==> src/rtl/rv32_regfile.sv <==
// RV32I integer register file: 32 x 32-bit, two combinational read ports, one write port, x0 reads zero.
// Optional macro REGFILE_BYPASS_EN forwards same-cycle write data to matching read ports.
module rv32_regfile #(
  parameter int DATA_W   = 32,
  parameter int ADDR_W   = 5,
  parameter int NUM_REGS = 32  // must equal 2**ADDR_W
) (
  input  logic              clk,
  input  logic              reset,
  input  logic              we,
  input  logic [ADDR_W-1:0] rs1_addr,
  input  logic [ADDR_W-1:0] rs2_addr,
  input  logic [ADDR_W-1:0] rd_addr,
  input  logic [DATA_W-1:0] w_data,
  output logic [DATA_W-1:0] rs1_data,
  output logic [DATA_W-1:0] rs2_data
);

  logic [DATA_W-1:0] regs [NUM_REGS];
  logic              wr_valid;

  assign wr_valid = we && (rd_addr != '0);

  // Entry 0 is never written, so it holds its reset value of zero forever.
  always_ff @(posedge clk or posedge reset) begin
    if (reset) begin
      for (int i = 0; i < NUM_REGS; i++) begin
        regs[i] <= '0;
      end
    end else if (wr_valid) begin
      regs[rd_addr] <= w_data;
    end
  end

  always_comb begin
    rs1_data = '0;
    rs2_data = '0;
    if (rs1_addr != '0) begin
      rs1_data = regs[rs1_addr];
    end
    if (rs2_addr != '0) begin
      rs2_data = regs[rs2_addr];
    end
`ifdef REGFILE_BYPASS_EN
    // Write-first: the in-flight write overrides storage; wr_valid already excludes x0.
    if (!reset && wr_valid && (rs1_addr == rd_addr)) begin
      rs1_data = w_data;
    end
    if (!reset && wr_valid && (rs2_addr == rd_addr)) begin
      rs2_data = w_data;
    end
`endif
  end

endmodule

==> config.mk <==
export PLATFORM = sky130hd
export DESIGN_NAME = rv32_regfile
export DESIGN_NICKNAME = d
export VERILOG_FILES = /design/src/rtl/rv32_regfile.sv
export SDC_FILE = /design/constraint.sdc
export NUM_CORES = 2
export LEC_CHECK = 0
export ABC_CLOCK_PERIOD_IN_PS = 44600
export CORE_ASPECT_RATIO = 1.2
export CORE_MARGIN = 1
export CORE_UTILIZATION = 32
export CTS_BUF_LIST = sky130_fd_sc_hd__clkbuf_4
export DETAILED_ROUTE_END_ITERATION = 12
export PLACE_DENSITY = 0.52
export RECOVER_POWER = 100
export SYNTH_ARGS = -nofsm -noshare
export SYNTH_HDL_FRONTEND = slang
export SYNTH_SLANG_ARGS = --single-unit
==> constraint.sdc <==
create_clock -name clk -period 44.6 [get_ports clk]
set_clock_uncertainty 0.2 [all_clocks]
set_input_delay 6.69 -clock clk [delete_from_list [all_inputs] [get_ports clk]]
set_output_delay 6.69 -clock clk [all_outputs]
set_load 0.01 [all_outputs]
# Word level (Yosys, flattened, before mapping)
# Index checks and enable logic that the tools add are counted.
# word_totals
elab_cells	55
ff_bits	1024
out_inout_bits	64
# op_classes
muxes	11
order_cmp	4
n_reduce_logical	5
n_bitwise	3
# op_table
op	count
bitwise mux 1024 bit	1
binary-select mux 32 bit (select 5 bit)	2
2-to-1 mux 32 bit	7
demux 32 bit (select 5 bit)	1
>= comparator 6 bit (second input constant)	3
inverter 5 -> 6 bit	3
nonzero test 5 bit	3
less-than comparator 6 x 1 -> 1 bit (second input constant)	1
logical AND 1 bit	2

# Depth between registers and ports, before layout
# depth
word_depth	6
depth_mapped	7
mapped_depth_nobuf	4

# Worst setup path before layout
# Ideal clock, no wire load.
# synth_timing
path_kind	input to output
from	input port rs1_addr[2]
to	output port rs1_data[0]
stages	6
path_slack_ps	29684
n_path_buf	4
arrival_ps	8026
path_cell_list	buf_4 -> buf_4 -> buf_2 -> clkbuf_1 -> a211oi_1 -> a311oi_1
# synth_via
elab_chain_len	5
word_cells_on_any_way	6
# synth_rtl
element	line	text
start: declaration	11	input logic [ADDR_W-1:0] rs1_addr,
inverter 5 -> 6 bit (implied by the code)	39	rs1_data = regs[rs1_addr];
binary-select mux 32 bit (select 5 bit)	39	
2-to-1 mux 32 bit (implied by the code) (2 in series)	39	
2-to-1 mux 32 bit (*)	38	if (rs1_addr != '0) begin
end: declaration	15	output logic [DATA_W-1:0] rs1_data,
# Every way passes the cells marked *; elsewhere a longest branch is shown, timed or not. The select of a mux whose other input is x is not followed.

==> out/results.tsv <==
stage	metric	value	unit
outcome	status	finished with violations	
outcome	violations	max-capacitance violations, max-slew violations	
synthesis	syn_area_per_cell	15.2	sq um
global_route	grt-ovfl-total	0	
global_route	grt_max_degree	158	
sta	setup_viol	0	
finish	utilization	35.7	%
global_route	antenna_found_initial	19	
floorplanning	die_x	380	um
synthesis	syn_nets	3664	
finish	top_regs	regs x1024	
sta	fin_crit_sh	57.4	%
synthesis	synth.yosys.warnings	0	
route	remaining_drc_errors	0	
synthesis	seq_area_frac_synth	46.8	%
synthesis	synth_edf_count	0	
clock_network	clock-root-buffer	clkbuf_4	
route	drt_first_pass_iters	5	
synthesis	synth_cell_types	40	
placed_design	dp_slack	26.10	ns
floorplanning	core_area	169000	sq um
placed_design	dpl_cell_area	57300	sq um
route	num_vias	35600	
route	vias_per_cell	5.82	
synthesis	synth_area	54800	sq um
route	wirelength	190000	um
synthesis	synthArstFlopShare	100	%
finish	nNetsFinal	3725	
synthesis	yosys.area.top_type	dfrtp_1	
global_route	grtUsageTotal	22.0	%
power_and_ir_drop	power_leakage	25.5	nW
clock_network	cts_post_setup_buffers_inserted	0	
global_route	first_global_vias	37300	
sta	maxClockFrequency	39.1	MHz
sta	setup_ws	19.01	ns
clock_network	cts.clk_slew.worst_paths	0.06	ns
setup_path	path_class	in -> async	
synthesis	yosysMostFrequentCell	dfrtp_1	
synthesis	synth.ff_latch_count	1024	
floorplanning	dieArea	173000	sq um
placed_design	portBuffers	113	
synthesis	netlist_instances	3614	
setup_path	crit_required	43.78	ns
clock_network	cts_resized	0	
finish	largest_reg_flops	1024	
floorplanning	io_pins	114	
finish	drive_above_1_share	51.4	%
sta	tns	0	ns
finish	regMostFlops	regs	
sta	hold_viol_final	0	
synthesis	synth_common_cells	dfrtp_1 (1,024), mux2_2 (1,013), mux4_2 (448)	
finish	fill_cells	16400	
clock_network	clk_path_buf_depth	4	
setup_path	path_max_fanout	150	
sta	fin_crit	25.59	ns
power_and_ir_drop	p_per_area	43.5	nW/um^2
floorplanning	initial_core_util	32.4	%
clock_network	h-tree-depth	5	
setup_path	startpoint_type	input pin	
setup_path	crit_path_end_kind	asynchronous set/reset pin	
flow_run	drv_cap	52	
clock_network	cts_tree	built	
power_and_ir_drop	vdd_drop_max	22.8	uV
placed_design	hpwl	101000	um
clock_network	worstSkewPairLatency	1.24	ns
sta	worstMarginPinSlew	8.60	ns
synthesis	synth_area_leaders	dfrtp_1 (47%), mux2_2 (21%), mux4_2 (18%), mux2i_1 (2.3%), buf_2 (1.3%)	
clock_network	cts_num_sinks	1024	
floorplanning	rows	165	
finish	stdcell_area	60400	sq um
setup_path	worstPathArrival	24.77	ns
route	drt_iter0_drc	2675	
worst_hold_path	hold_class	reg -> reg	
synthesis	yosysTopAreaCellShare	46.8	%
placed_design	globalplace.congestion	0.756	
route	wl_per_cell	31.1	um
clock_network	cts_hold_buf	0	
sta	relSlewSlack	-474	%
clock_network	cts_buffers	292	
finish	area_growth	10.3	%
sta	rsz0062_at_grt	false	
sta	drv_slew	2309	
global_route	grt_first_pass_wirelength	276000	um
floorplanning	die_h	455	um
route	antenna_left	0	
synthesis	synth_ff_type	dfrtp_1	
[critical path, cell delays in order]
cell,delay (ns)
dlygate4sd3_1,0.55
clkinvlp_2,2.56
clkbuf_1,2.85
clkbuf_1,5.81
clkbuf_1,5.84
[where the power goes]
part	internal (mW)	switching, mW	total, mW
sequential	1.11	0.127	1.23
clock	0.438	0.409	0.847
combinational	0.327	0.220	0.547
[through the flow]
stage               total power [mW]  hold slack [ns]  cells
floorplan                       1.64            0.241   3614
global placement                1.78            0.177   5635
detailed placement              1.80            0.183   5635
CTS                             2.66            0.197   6107
global route                    2.77            0.206   6110
finish                          2.63            0.193   6110
[layout by cell type (no fill, tap or decap), types with 8 or more instances in the layout]
cell	instances
a211oi_1	64
a22oi_1	64
clkbuf_1	38
nand2_1	48
o2111ai_1	18
buf_4	38
clkinv_1	38
o21ai_0	8
nor2_4	15
a221oi_1	44
a311oi_1	64
mux4_2	448
mux2i_1	128
clkdlybuf4s50_1	46
nor2b_1	64
dfrtp_1	1024
mux2_1	43
dlygate4sd3_1	57
clkbuf_4	425
o21ai_1	102
mux2_2	1013
[cell families after synthesis]
kind of cell           after synthesis  share of synthesized area [%]
AOI/OAI and AO/OA                  366                           4.83
buffers and inverters              426                           4.26
DFF                               1024                           46.8
muxes                             1632                           42.5
and+or+nand+nor                    166                           1.65
[cell type report]
cell class / instances / area, sq um / share of cell area [%]
Inverter: 3 / 17.5 / 0.0290
Clock inverter: 47 / 208 / 0.344
Antenna cell: 3 / 7.51 / 0.0124
Sequential cell: 1024 / 25600 / 42.4
Multi-Input combinational cell: 2164 / 26900 / 44.6
Timing Repair Buffer: 190 / 1600 / 2.65
Tap cell: 2254 / 2820 / 4.67
Clock buffer: 425 / 3190 / 5.28
[final timing paths]
kind	cells after the start	to	from	slack (ns)
max	5	regs[943]	reset	19.01
min	0	regs[1002]	regs[1002]	0.19
max reg2reg	1	regs[365]	regs[365]	43.57
min reg2reg	0	regs[1002]	regs[1002]	0.19
max in group clk	6	rs2_data[17]	rs2_addr[1]	21.13
min in group asynchronous	2	regs[599]	reset	7.14
[per-layer routing]
layer | GRT usage, % | routed length, um
met5 | 0 | 101
met4 | 7.32 | 5780
met3 | 4.43 | 11100
met2 | 35.6 | 90600
met1 | 29.6 | 82400
Power figures use the tool's default switching activity.
